===== src/rtl/seg_scan_decoder.sv =====
// Receiving end of a scanned, active-low 8-position 7-segment bus. It samples
// led_en/led_cx, waits for each dwell to settle, decodes the segments back to
// digit codes and publishes one coherent 8-digit frame with sticky error
// flags and scan-loss detection.
module seg_scan_decoder #(
  parameter int unsigned SETTLE  = 16,
  parameter int unsigned TIMEOUT = 4000000,
  parameter int unsigned CNT_W   = 23
) (
  input  logic        clk,
  input  logic        rst,
  input  logic [7:0]  led_en,
  input  logic [7:0]  led_cx,
  input  logic        err_clr,
  output logic [31:0] digits,
  output logic        frame_valid,
  output logic [7:0]  blank_mask,
  output logic        err_invalid,
  output logic        err_multi,
  output logic        scan_lost
);

  localparam int unsigned SW = $clog2(SETTLE + 1);

  // Segment pattern {A..G} (active-low) to digit code; F = blank, E = invalid.
  function automatic logic [3:0] seg_decode(input logic [6:0] seg);
    case (seg)
      7'b0000001: seg_decode = 4'h0;
      7'b1001111: seg_decode = 4'h1;
      7'b0010010: seg_decode = 4'h2;
      7'b0000110: seg_decode = 4'h3;
      7'b1001100: seg_decode = 4'h4;
      7'b0100100: seg_decode = 4'h5;
      7'b0100000: seg_decode = 4'h6;
      7'b0001111: seg_decode = 4'h7;
      7'b0000000: seg_decode = 4'h8;
      7'b0000100: seg_decode = 4'h9;
      7'b1111111: seg_decode = 4'hF;
      default:    seg_decode = 4'hE;
    endcase
  endfunction

  logic [7:0]    en_m_q, en_s_q, cx_m_q, cx_s_q, en_p_q, cx_p_q;
  logic [SW-1:0] settle_q, settle_d;
  logic          captured_q, captured_d;
  logic [7:0]    seen_q, seen_d;
  logic [31:0]   stage_q, stage_d;
  logic [7:0]    sblank_q, sblank_d;
  logic          pend_q, pend_d;
  logic [31:0]   digits_q, digits_d;
  logic [7:0]    blank_q, blank_d;
  logic          fv_q, fv_d;
  logic          err_inv_q, err_inv_d;
  logic          err_multi_q, err_multi_d;
  logic [CNT_W-1:0] to_cnt_q, to_cnt_d;
  logic          lost_q, lost_d;

  logic       same, one_hot, multi, at_settle, capture;
  logic [7:0] en_n;
  logic [2:0] pos;
  logic [3:0] code;

  // Dwell qualification, position encode and decode of the synced bus.
  always_comb begin
    same      = ({en_s_q, cx_s_q} == {en_p_q, cx_p_q});
    en_n      = ~en_s_q;
    one_hot   = (en_n != 8'd0) && ((en_n & (en_n - 8'd1)) == 8'd0);
    multi     = (en_n != 8'd0) && !one_hot;
    at_settle = same && (settle_q == SW'(SETTLE - 1));
    capture   = at_settle && !captured_q && one_hot;
    code      = seg_decode(cx_s_q[7:1]);
    pos       = 3'd0;
    for (int i = 0; i < 8; i++) begin
      if (en_n[i]) pos = 3'(i);
    end
  end

  // Next-state for settle tracking, staging, frame publish, errors and timeout.
  always_comb begin
    settle_d   = settle_q;
    captured_d = captured_q;
    if (same) begin
      if (settle_q != SW'(SETTLE)) settle_d = settle_q + SW'(1);
    end else begin
      settle_d   = '0;
      captured_d = 1'b0;
    end
    if (capture) captured_d = 1'b1;

    seen_d   = pend_q ? 8'd0 : seen_q;
    stage_d  = stage_q;
    sblank_d = sblank_q;
    if (capture) begin
      seen_d[pos]               = 1'b1;
      stage_d[{pos, 2'b00} +: 4] = code;
      sblank_d[pos]             = (code == 4'hF);
    end
    pend_d = capture && (seen_d == 8'hFF);

    // Staging is published one cycle after the completing capture.
    digits_d = pend_q ? stage_q : digits_q;
    blank_d  = pend_q ? sblank_q : blank_q;
    fv_d     = pend_q;

    // Set has priority over clear.
    err_inv_d   = (capture && (code == 4'hE)) || (err_inv_q && !err_clr);
    err_multi_d = (at_settle && multi) || (err_multi_q && !err_clr);

    if (capture) begin
      to_cnt_d = '0;
    end else if (to_cnt_q != CNT_W'(TIMEOUT)) begin
      to_cnt_d = to_cnt_q + CNT_W'(1);
    end else begin
      to_cnt_d = to_cnt_q;
    end
    lost_d = (to_cnt_d == CNT_W'(TIMEOUT));
  end

  // State registers with synchronous active-high reset.
  always_ff @(posedge clk) begin
    if (rst) begin
      en_m_q      <= 8'hFF;
      en_s_q      <= 8'hFF;
      cx_m_q      <= 8'hFF;
      cx_s_q      <= 8'hFF;
      en_p_q      <= 8'hFF;
      cx_p_q      <= 8'hFF;
      settle_q    <= '0;
      captured_q  <= 1'b0;
      seen_q      <= 8'd0;
      stage_q     <= 32'd0;
      sblank_q    <= 8'd0;
      pend_q      <= 1'b0;
      digits_q    <= 32'd0;
      blank_q     <= 8'd0;
      fv_q        <= 1'b0;
      err_inv_q   <= 1'b0;
      err_multi_q <= 1'b0;
      to_cnt_q    <= '0;
      lost_q      <= 1'b0;
    end else begin
      en_m_q      <= led_en;
      en_s_q      <= en_m_q;
      cx_m_q      <= led_cx;
      cx_s_q      <= cx_m_q;
      en_p_q      <= en_s_q;
      cx_p_q      <= cx_s_q;
      settle_q    <= settle_d;
      captured_q  <= captured_d;
      seen_q      <= seen_d;
      stage_q     <= stage_d;
      sblank_q    <= sblank_d;
      pend_q      <= pend_d;
      digits_q    <= digits_d;
      blank_q     <= blank_d;
      fv_q        <= fv_d;
      err_inv_q   <= err_inv_d;
      err_multi_q <= err_multi_d;
      to_cnt_q    <= to_cnt_d;
      lost_q      <= lost_d;
    end
  end

  assign digits      = digits_q;
  assign frame_valid = fv_q;
  assign blank_mask  = blank_q;
  assign err_invalid = err_inv_q;
  assign err_multi   = err_multi_q;
  assign scan_lost   = lost_q;

endmodule


===== config.mk =====
export PLATFORM = sky130hd
export DESIGN_NAME = seg_scan_decoder
export DESIGN_NICKNAME = d
export VERILOG_FILES = /design/src/rtl/seg_scan_decoder.sv
export SDC_FILE = /design/constraint.sdc
export NUM_CORES = 1
export LEC_CHECK = 0
export BUFFER_PORTS_ARGS = -buffer_cell sky130_fd_sc_hd__buf_2
export CELL_PAD_IN_SITES_DETAIL_PLACEMENT = 0
export CELL_PAD_IN_SITES_GLOBAL_PLACEMENT = 1
export CORE_ASPECT_RATIO = 1.25
export CORE_MARGIN = 2
export CORE_UTILIZATION = 48
export CTS_BUF_LIST = sky130_fd_sc_hd__clkbuf_8
export CTS_CLUSTER_SIZE = 16
export DETAILED_ROUTE_END_ITERATION = 8
export PLACE_DENSITY = 0.89
export SETUP_SLACK_MARGIN = 0.3
export SKIP_CTS_REPAIR_TIMING = 1
export SLEW_MARGIN = 20
export SYNTH_ARGS = -nofsm -noshare
export SYNTH_HDL_FRONTEND = slang
export SYNTH_SLANG_ARGS = --single-unit
export TNS_END_PERCENT = 50

===== constraint.sdc =====
create_clock -name clk -period 3.3 [get_ports clk]
set_input_delay 0.66 -clock clk [delete_from_list [all_inputs] [get_ports clk]]
set_output_delay 0.66 -clock clk [all_outputs]
set_load 0.05 [all_outputs]

# Word level (Yosys, flattened, before mapping)
# Cells that the tools add are included.
op_classes:
  addsub: 4
  order_cmp: 2
  n_eq_ne: 19
  n_shift: 2
  n_mux: 18
  bitwise: 4
  reduce_logical: 20
ops:
  columns: ["op", "count"]
  rows:
  - ["23-bit two-way mux", 2]
  - ["4-bit one-hot mux with 11 select lines", 1]
  - ["32-bit bitwise mux", 1]
  - ["4-bit by 7-bit variable shift with 32-bit output, first input constant", 1]
  - ["4-bit by 7-bit indexed part select with 32-bit output", 1]
  - ["23-bit by 1-bit adder with 23-bit output, second input constant", 1]
  - ["23-bit by 22-bit == test with 1-bit output, second input constant", 1]
  - ["23-bit by 22-bit inequality test with 1-bit output, second input constant", 1]
  - ["7-bit == test, second input constant", 3]
  - ["3-bit two-way mux", 6]
  - ["16-bit == test", 1]
  - ["8-bit two-way mux", 2]
  - ["7-bit by 3-bit == test with 1-bit output, second input constant", 2]
  - ["7-bit by 6-bit == test with 1-bit output, second input constant", 2]
  - ["1-bit logical AND", 11]
  - ["8-bit AND", 1]
  - ["8-bit bitwise mux", 1]
  - ["4-bit == test, second input constant", 2]
  - ["8-bit == test, second input constant", 1]
  - ["8-bit zero test", 1]
  - ["8-bit NOT", 1]
  - ["8-bit bitwise OR", 1]
  - ["8-bit nonzero test", 1]
  - ["8-bit by 1-bit subtractor with 8-bit output, second input constant", 1]
  - ["other kinds (17)", 23]
word_totals:
  regBits: 170
  inputBits: 19
  output_inout_bits: 44
  elab_cells: 88

# Longest topological paths before layout
# Gate-level depths: netlist of run 1.
depth:
  depth_word: 16
  mapped_depth: 12
  depth_no_buf: 11

# Worst setup path before layout of run 1
# OpenSTA, ideal clock, no wires.
synth_path:
  kind: "flip-flop to flip-flop"
  from: "reg en_s_q[1]"
  to: "reg stage_q[25]"
  setup_time_ps: 128
  t_arrival_ps: 2730
  required_ps: 3172
  setup_slack_ps: 443
  path_stages_with_launch: 12
  n_path_buf: 1
  period_less_slack_ps: 2857
  path_cell_list: "dfxtp_1 -> buf_2 -> nand2b_1 -> a21oi_1 -> nor2_1 -> ha_1 -> ha_1 -> nand2b_1 -> or4_1 -> nor4_4 -> mux2i_1 -> nor2_1"
synth_between:
  elab_chain_len: 11
  word_cells_on_any_way: 21
  classes_between: "add/sub: 2; eq/ne: 1; shift: 2; mux: 8; bitwise: 2; reduce/logical: 6"
synth_rtl:
  columns: ["item", "line", "rtl"]
  rows:
  - ["from (decl)", "43", "logic [7:0] en_m_q, en_s_q, cx_m_q, cx_s_q, en_p_q, cx_p_q;"]
  - ["from (signal assigned)", "143", "en_s_q <= en_m_q;"]
  - ["8-bit NOT", "66", "en_n = ~en_s_q;"]
  - ["1-bit two-way mux", "74", "if (en_n[i]) pos = 3'(i);"]
  - ["3-bit two-way mux (6 in series)", "74", null]
  - ["5-bit negation with 7-bit output", "95", "stage_d[{pos, 2'b00} +: 4] = code;"]
  - ["4-bit by 7-bit indexed part select with 32-bit output / 4-bit by 7-bit variable shift with 32-bit output (equally long branches)", "95", null]
  - ["32-bit bitwise mux", "95", null]
  - ["to (signal assigned)", "151", "stage_q <= stage_d;"]
  - ["to (decl)", "47", "logic [31:0] stage_q, stage_d;"]
# Several ways; a longest one is shown, not always the timed one.
# A chain may end at the register's enable or synchronous reset.

# Worst setup path after layout of run 1
layout_path:
  from: "reg en_s_q[1]"
  to: "reg stage_q[27]"
# Same word-level chain as after synthesis.

==> results.txt, run 1 <==
The worst slew slack as a fraction of its limit came out at 39.2%. The placed wire-length estimate after detailed placement came out at around 10000 um. The effective utilization at floorplan came out at between 40 and 50%. Setup repair after global routing left no endpoint under its margin. In this run the count of I/O pins placed on the die edge is 63. The worst setup path is launched from a flip-flop. The post-route antenna net violation count is 0. The number of antenna violations at the first check in global routing is 0. The peak supply drop is roughly 0.37 mV.

The placer's final routability congestion estimate is around 0.89. The H-tree was split into 4 levels. On the final layout, the worst clock skew is 0.0123 ns. The power per standard cell area came out at between 400 and 500 mW/mm^2. The cell count after synthesis came out at between 700 and 800. The die area came out at 0.0164 mm^2.

The number of inserted diodes is 0. The worst setup path is captured at a flip-flop. The detail-routed net length per standard cell came out at around 14 um. The maximum achievable frequency is 0.348 GHz. In the routed design, unresolved DRC markers number 0. The number of maximum-capacitance violations is 0. Among all flip-flop cells after synthesis, the most frequent one is sky130_fd_sc_hd__dfxtp_1. The final number of hold-violating endpoints came out at 0.

The tightest min-delay check is of the input port to flip-flop type. The combined area of all synthesized cells came out at between 0.007 and 0.008 mm^2. In this run the critical register-to-register path is launched from en_s_q[1].

The detailed-router iteration count before antenna repair came out at 5. The via-per-instance ratio is 5.33. The yosys synthesis warning count came out at 0. The total overflow reported by the global router came out at 0. Row generation in the floorplan step produced 50 rows. The post-synthesis net count is slightly below 800.

The die width came out at about 110 um. The clock-pin slew reported for the worst setup and hold paths after clock tree synthesis is 0.09 ns. The CTS tree is yes. The top cell types in the final layout, fill and taps aside, are sky130_fd_sc_hd__dfxtp_1, sky130_fd_sc_hd__nor2_1, sky130_fd_sc_hd__mux2i_1. The worst hold path begins at led_cx[4]. The number of port buffers came out at 62.

The area growth from synthesis to layout is 11.1%. The number of buffers on the longest clock path is 2. The sum of routed wire length over all layers is 14500 um. The leakage power figure is about 0.003 uW. Of all flip-flops after synthesis, the portion carrying an async set or reset was 0%. The net total in the final layout is roughly 840. Summed over all failing endpoints, the final setup total negative slack is 0 ns. The number of DRC markers in iteration 0 came out at 316.

The distinct cell type count after synthesis is 67. The most critical setup path has its startpoint at en_s_q[1]. The ratio of final minimum period to clock period came out at between 80% and 90%. Data arrives at the worst endpoint at around 3.2 ns.

The run finished with clean final reports. The average size of a mapped cell is roughly 9.6 um^2. The library cell used most frequently in the layout, excluding fill and tap cells, is sky130_fd_sc_hd__dfxtp_1. The overall power of the completed layout came out at ~3800 uW.

Cells with a size suffix above 1 make up 23.8% of the layout. The via count came out at 5359. The max-slew violation count is 0. The die outline height is between 100 and 150 um.

The number of clock sinks came out at 170. The later-pin clock latency in the skew report came out at 0.46 ns. The area used by multi-input combinational logic came out at between 0.003 and 0.004 mm^2. The proportion of synthesized chip area in sequential cells is roughly 46%. The largest fanout of any net on the critical path is 8. The largest net degree at the start of global routing is approximately 110. The number of filler instances in the final layout came out at between 1000 and 1500. The final setup violation count came out at 0. The count of flip-flops with a built-in enable after synthesis is 0. The register bit count reported by yosys came out at 170. The final critical delay including setup and external delays came out at about 2.9 ns.

The cell at the root of the clock tree is sky130_fd_sc_hd__clkbuf_8. The total area inside the core boundary comes to about 0.015 mm^2. The aggregate global-route resource usage came out at 18.6%. The footprint of the flip-flops and latches came out at 0.00341 mm^2. The critical path is of the flip-flop to flip-flop type. TritonCTS created 17 clock buffers. The via count of the first global-routing pass came out at 5040. The slew at the pin closest to its max-slew limit came out at just over 0.9 ns. The wire length of the first global-routing pass came out at approximately 24000 um. The worst endpoint required time came out at roughly 3.6 ns.
power breakdown:
group	internal (uW)	switching, uW
logic	92.0	153
clock network	633	777
registers	2080	25.7
per-layer routing:
| metal | GRT usage [%] | share of wire [%] |
|---|---|---|
| met1 | 23.3 | 45 |
| met2 | 31.2 | 50 |
| met3 | 4.68 | 3.7 |
| met4 | 6.40 | 1.7 |
| met5 | 0 | 0 |
final cells by class:
cell class	instances	share of cell area (%)
flip-flops and latches	170	41.7
clock inverters	14	1.68
inverters	21	0.963
clock buffers	18	3.03
multi-input cells	525	44.7
repair buffers	75	5.17
well taps	182	2.78
registers in the layout, indices dropped and copies added (netlist names):
register	count
scan_lost	1
to_cnt_q	23
digits	32
err_invalid	1
captured_q	1
cx_s_q	8
en_s_q	8
en_p_q	8
en_m_q	8
frame_valid	1
cx_p_q	8
stage_q	32
fv_d	1
seen_q	8
sblank_q	8
cx_m_q	8
err_multi	1
settle_q	5
blank_mask	8
path summary, 6_finish.rpt:
kind / to / slack, ns / cells past startpoint
setup / recovery: stage_q[27] / 0.43 / 11
hold / removal: cx_m_q[4] / 0.38 / 2
hold reg to reg: en_s_q[0] / 0.41 / 1
setup reg to reg: stage_q[27] / 0.43 / 11
kinds of logic (layout without fill, tap and decap cells):
kind of cell,after synthesis,after routing,share of synthesized area [%]
buf+inv,74,128,4.64
xor+xnor,45,45,5.35
fa+ha+maj,8,8,1.33
compound gates,69,69,6.87
simple gates,328,328,25.4
mux,75,75,10.2
flops,170,170,46.2
worst max-delay path, cell delays in order (launching register included):
cell	delay (ns)
sky130_fd_sc_hd__dfxtp_1	0.31
sky130_fd_sc_hd__nand2b_1	0.17
sky130_fd_sc_hd__a21oi_4	0.22
sky130_fd_sc_hd__nor2_1	0.12
sky130_fd_sc_hd__ha_1	0.22
sky130_fd_sc_hd__ha_1	0.32
sky130_fd_sc_hd__nand2b_1	0.19
sky130_fd_sc_hd__or4_1	0.54
sky130_fd_sc_hd__nor4_4	0.22
sky130_fd_sc_hd__buf_4	0.18
sky130_fd_sc_hd__mux2i_1	0.19
sky130_fd_sc_hd__nor2_1	0.06
stage by stage:
step,area (um^2),cells,setup slack (ns),hold WS [ns],utilization [%]
final,8180,1005,0.429,0.376,54.5
after global routing,8180,1005,0.307,0.356,54.5
after CTS,8150,1004,0.117,0.353,54.3
after global placement,7760,972,0.308,0.392,51.7
after floorplan,7360,769,0.443,0.389,-
after detailed placement,7760,972,0.123,0.392,51.7
synth_stat cells (3+ instances only):
cell                         n  share of area, %
sky130_fd_sc_hd__dfxtp_1   170                46
sky130_fd_sc_hd__nor2_1    126               6.4
sky130_fd_sc_hd__mux2i_1    74                10
sky130_fd_sc_hd__or2_2      49               4.2
sky130_fd_sc_hd__clkbuf_1   30               1.5
sky130_fd_sc_hd__xor2_1     27               3.2
sky130_fd_sc_hd__nand2_1    25               1.3
sky130_fd_sc_hd__nand3_1    25               1.7
sky130_fd_sc_hd__a21oi_1    21               1.4
sky130_fd_sc_hd__inv_1      20               1.0
sky130_fd_sc_hd__xnor2_1    18               2.1
sky130_fd_sc_hd__nor3_1     16               1.1
sky130_fd_sc_hd__nand2b_1   15               1.3
sky130_fd_sc_hd__buf_2      13              0.88
sky130_fd_sc_hd__nand4_1    12               1.0
sky130_fd_sc_hd__nor4_4      9               2.6
sky130_fd_sc_hd__o21ai_0     9              0.61
sky130_fd_sc_hd__ha_1        7               1.2
sky130_fd_sc_hd__or4_1       7              0.71
sky130_fd_sc_hd__and3_1      5              0.42
sky130_fd_sc_hd__nor2b_1     5              0.42
sky130_fd_sc_hd__nor4_2      5              0.85
sky130_fd_sc_hd__or3_1       5              0.42
sky130_fd_sc_hd__a21bo_2     4              0.54
sky130_fd_sc_hd__a31oi_1     4              0.34
sky130_fd_sc_hd__and4_1      4              0.48
sky130_fd_sc_hd__buf_4       4              0.41
sky130_fd_sc_hd__buf_6       4              0.61
sky130_fd_sc_hd__a22oi_1     3              0.31
sky130_fd_sc_hd__nand3_2     3              0.41
sky130_fd_sc_hd__nor4_1      3              0.25
sky130_fd_sc_hd__o21bai_1    3              0.31
Note: power is estimated with default switching activity, not from simulation.
==> inputs of run 2 (changes only) <==
Settings changed: CORE_UTILIZATION 48 to 46, CTS_BUF_LIST sky130_fd_sc_hd__clkbuf_8 to not set, GPL_ROUTABILITY_DRIVEN set to 0, PLACE_DENSITY 0.89 to 0.86.
==> results.txt, run 2 (same netlist as run 1, synthesis figures left out) <==
The slew at the pin closest to its max-slew limit is 0.864 ns (-0.0475 ns). The final standard cell count with taps included and fillers excluded came out at 1033 (+2.8%). The via count is 5356 (-0.056%). The share of layout cells above drive strength 1 came out at 23.5% (-0.31 points).

The leakage power figure came out at 0.00318 uW (+3.1%). The number of maximum-capacitance violations is 0 (unchanged). The detailed-router iteration count before antenna repair is 4 (-1). The total clock buffers created by CTS is 17 (unchanged). The placed instance count came out at 1000 (+2.9%). The wire length on met2 is 7480 um (+3.4%). The final critical delay including setup and external delays was 2.85 ns (-0.0238 ns). The flow ran to the end, and the final reports show no timing, DRC or antenna violations. The number of ports placed on the die boundary is 63 (unchanged). The later-pin clock latency in the skew report came out at 0.44 ns (-0.02 ns).

The max-slew violation count is 0 (unchanged). The number of filler instances in the final layout is 1385 (+1.1%). The die area is 0.0170 mm^2 (+4.2%).

The largest fanout of any net on the critical path came out at 9 (+1). The cell sitting at the root of the clock tree is a sky130_fd_sc_hd__clkbuf_16. The number of clock sinks came out at 170 (unchanged). The via-per-instance ratio came out at 5.18 (-2.8%). In the layout the commonest cells are sky130_fd_sc_hd__dfxtp_1, sky130_fd_sc_hd__nor2_1, sky130_fd_sc_hd__mux2i_1.

The worst hold path depth came out at 2 (unchanged). The min-delay analysis places its worst path in the category input port to flip-flop. The number of port buffers came out at 62 (unchanged). The number of buffers on the longest clock path is 2 (unchanged). The area inside the core boundary is 0.0156 mm^2 (+4.1%).

The die width came to 117 um (+2.1%). The final number of hold-violating endpoints came to 0 (unchanged). The effective utilization at floorplan came to 47.1% (-1.9 points). The final setup violation count is 0 (unchanged).

The number of antenna violations at the first check in global routing came to 0 (unchanged). The aggregate global-route resource usage came to 18.0% (-0.61 points). The sum of met3 wire segment lengths after detailed routing is 480 um (-9.4%). The largest net degree at the start of global routing came out at 54 (-49%). The final cell area excluding filler cells came out at 0.00841 mm^2 (+2.8%).

STA classifies the critical path startpoint as a flip-flop. The die outline height came out at 145 um (+2.1%). The worst slew slack as a fraction of its limit was 41.6% (+2.4 points). The instance area after placement is 0.00777 mm^2 (+0.13%). The net total in the final layout is 834 (-0.24%). The worst endpoint required time came out at 3.59 ns (-0.04 ns). The startpoint-to-endpoint class of the critical path is flip-flop to flip-flop. The number of DRC violations after detailed routing came out at 0 (unchanged).

The detail-routed net length per standard cell is 14.3 um (-0.90%). The deepest level of the CTS H-tree came out at 4 (unchanged). The area growth from synthesis to layout is 14.3%. The peak supply drop is 0.359 mV (-4.2%). The ratio of final minimum period to clock period came to 86.3% (-0.72 points). The sum of routed wire length over all layers came out at 14700 um (+1.9%). The power per standard cell area came out at 523 mW/mm^2 (+14%). The total overflow reported by the global router came out at 0 (unchanged).

The number of cell instances on the worst register-to-register path came out at 12 (+1). The number of DRC markers in iteration 0 came out at 423 (+34%). The number of inserted diodes is 0 (unchanged). The placed wire-length estimate after detailed placement is 10400 um (+1.0%). After detailed routing, no signal wire sits above met4. The arrival time at the worst endpoint came out at 3.14 ns (-0.07 ns). Setup repair after global routing left no endpoint under its margin. The post-route antenna net violation count came out at 0 (unchanged). The count of standard-cell rows came out at 51 (+2.0%). The clock-pin slew reported for the worst setup and hold paths after clock tree synthesis is 0.06 ns (-0.03 ns). The via count of the first global-routing pass came out at 5116 (+1.5%).

The minimum hold slack is 0.402 ns (+0.0262 ns). The library cell used most frequently in the layout, excluding fill and tap cells, is sky130_fd_sc_hd__dfxtp_1. The aggregate negative setup slack is 0 ns (unchanged). STA classifies the critical path endpoint as a flip-flop. The wire length of the first global-routing pass came out at 24400 um (+0.11%). The maximum clock skew at final layout came to 0.0183 ns (+0.00604 ns). The met1 layer wirelength in the final routing came out at 6460 um (-0.23%).

The maximum achievable frequency came out at 0.351 GHz (+0.83%). The CTS tree is yes.
-- run 2: worst paths after layout --
path | startpoint | end | slack [ns]
max | en_s_q[1] | stage_q[11] | 0.45
min | led_cx[4] | cx_m_q[4] | 0.40
min reg2reg | en_m_q[2] | en_s_q[2] | 0.40
max reg2reg | en_s_q[1] | stage_q[11] | 0.45
-- run 2: stage by stage --
stage / setup WS (ns) / power (uW) / util [%]
2_1_floorplan: 0.443 / 2330 / -
3_3_place_gp: 0.369 / 2380 / 49.7
3_5_place_dp: 0.182 / 2390 / 49.7
4_1_cts: 0.177 / 4450 / 53.7
5_1_grt: 0.294 / 4560 / 53.8
6_report: 0.452 / 4400 / 53.8
-- run 2: worst max-delay path: stages, from the launching register on --
cell and delay (ns):
sky130_fd_sc_hd__dfxtp_2 0.37, sky130_fd_sc_hd__nand2b_1 0.15, sky130_fd_sc_hd__a21oi_1 0.22, sky130_fd_sc_hd__nor2_1 0.12, sky130_fd_sc_hd__ha_1 0.21, sky130_fd_sc_hd__ha_1 0.22
sky130_fd_sc_hd__inv_1 0.10, sky130_fd_sc_hd__o31ai_1 0.12, sky130_fd_sc_hd__or4_1 0.54, sky130_fd_sc_hd__nor4_4 0.22, sky130_fd_sc_hd__buf_4 0.18, sky130_fd_sc_hd__mux2i_1 0.21
sky130_fd_sc_hd__nor2_1 0.06
-- run 2: where the power goes --
group	total, uW	switching (uW)	internal [uW]
sequential	2110	29.6	2080
combinational	237	148	88.7
clock	2050	817	1240
-- run 2: cell type report --
class	count	area, um^2	share of cell area (%)
clock buffers	19	453	5.38
flip-flops and latches	170	3410	40.5
inverters	21	78.8	0.937
well taps	212	265	3.15
multi-input cells	525	3640	43.3
repair buffers	73	395	4.70
clock inverters	13	165	1.96
-- run 2: per-layer routing --
| metal | up-vias | track usage [%] |
|---|---|---|
| met5 | - | 0 |
| met4 | 0 | 8.24 |
| met3 | 25 | 4.41 |
| met2 | 95 | 30.0 |
| met1 | 2532 | 21.5 |
| li1 | 2704 | - |
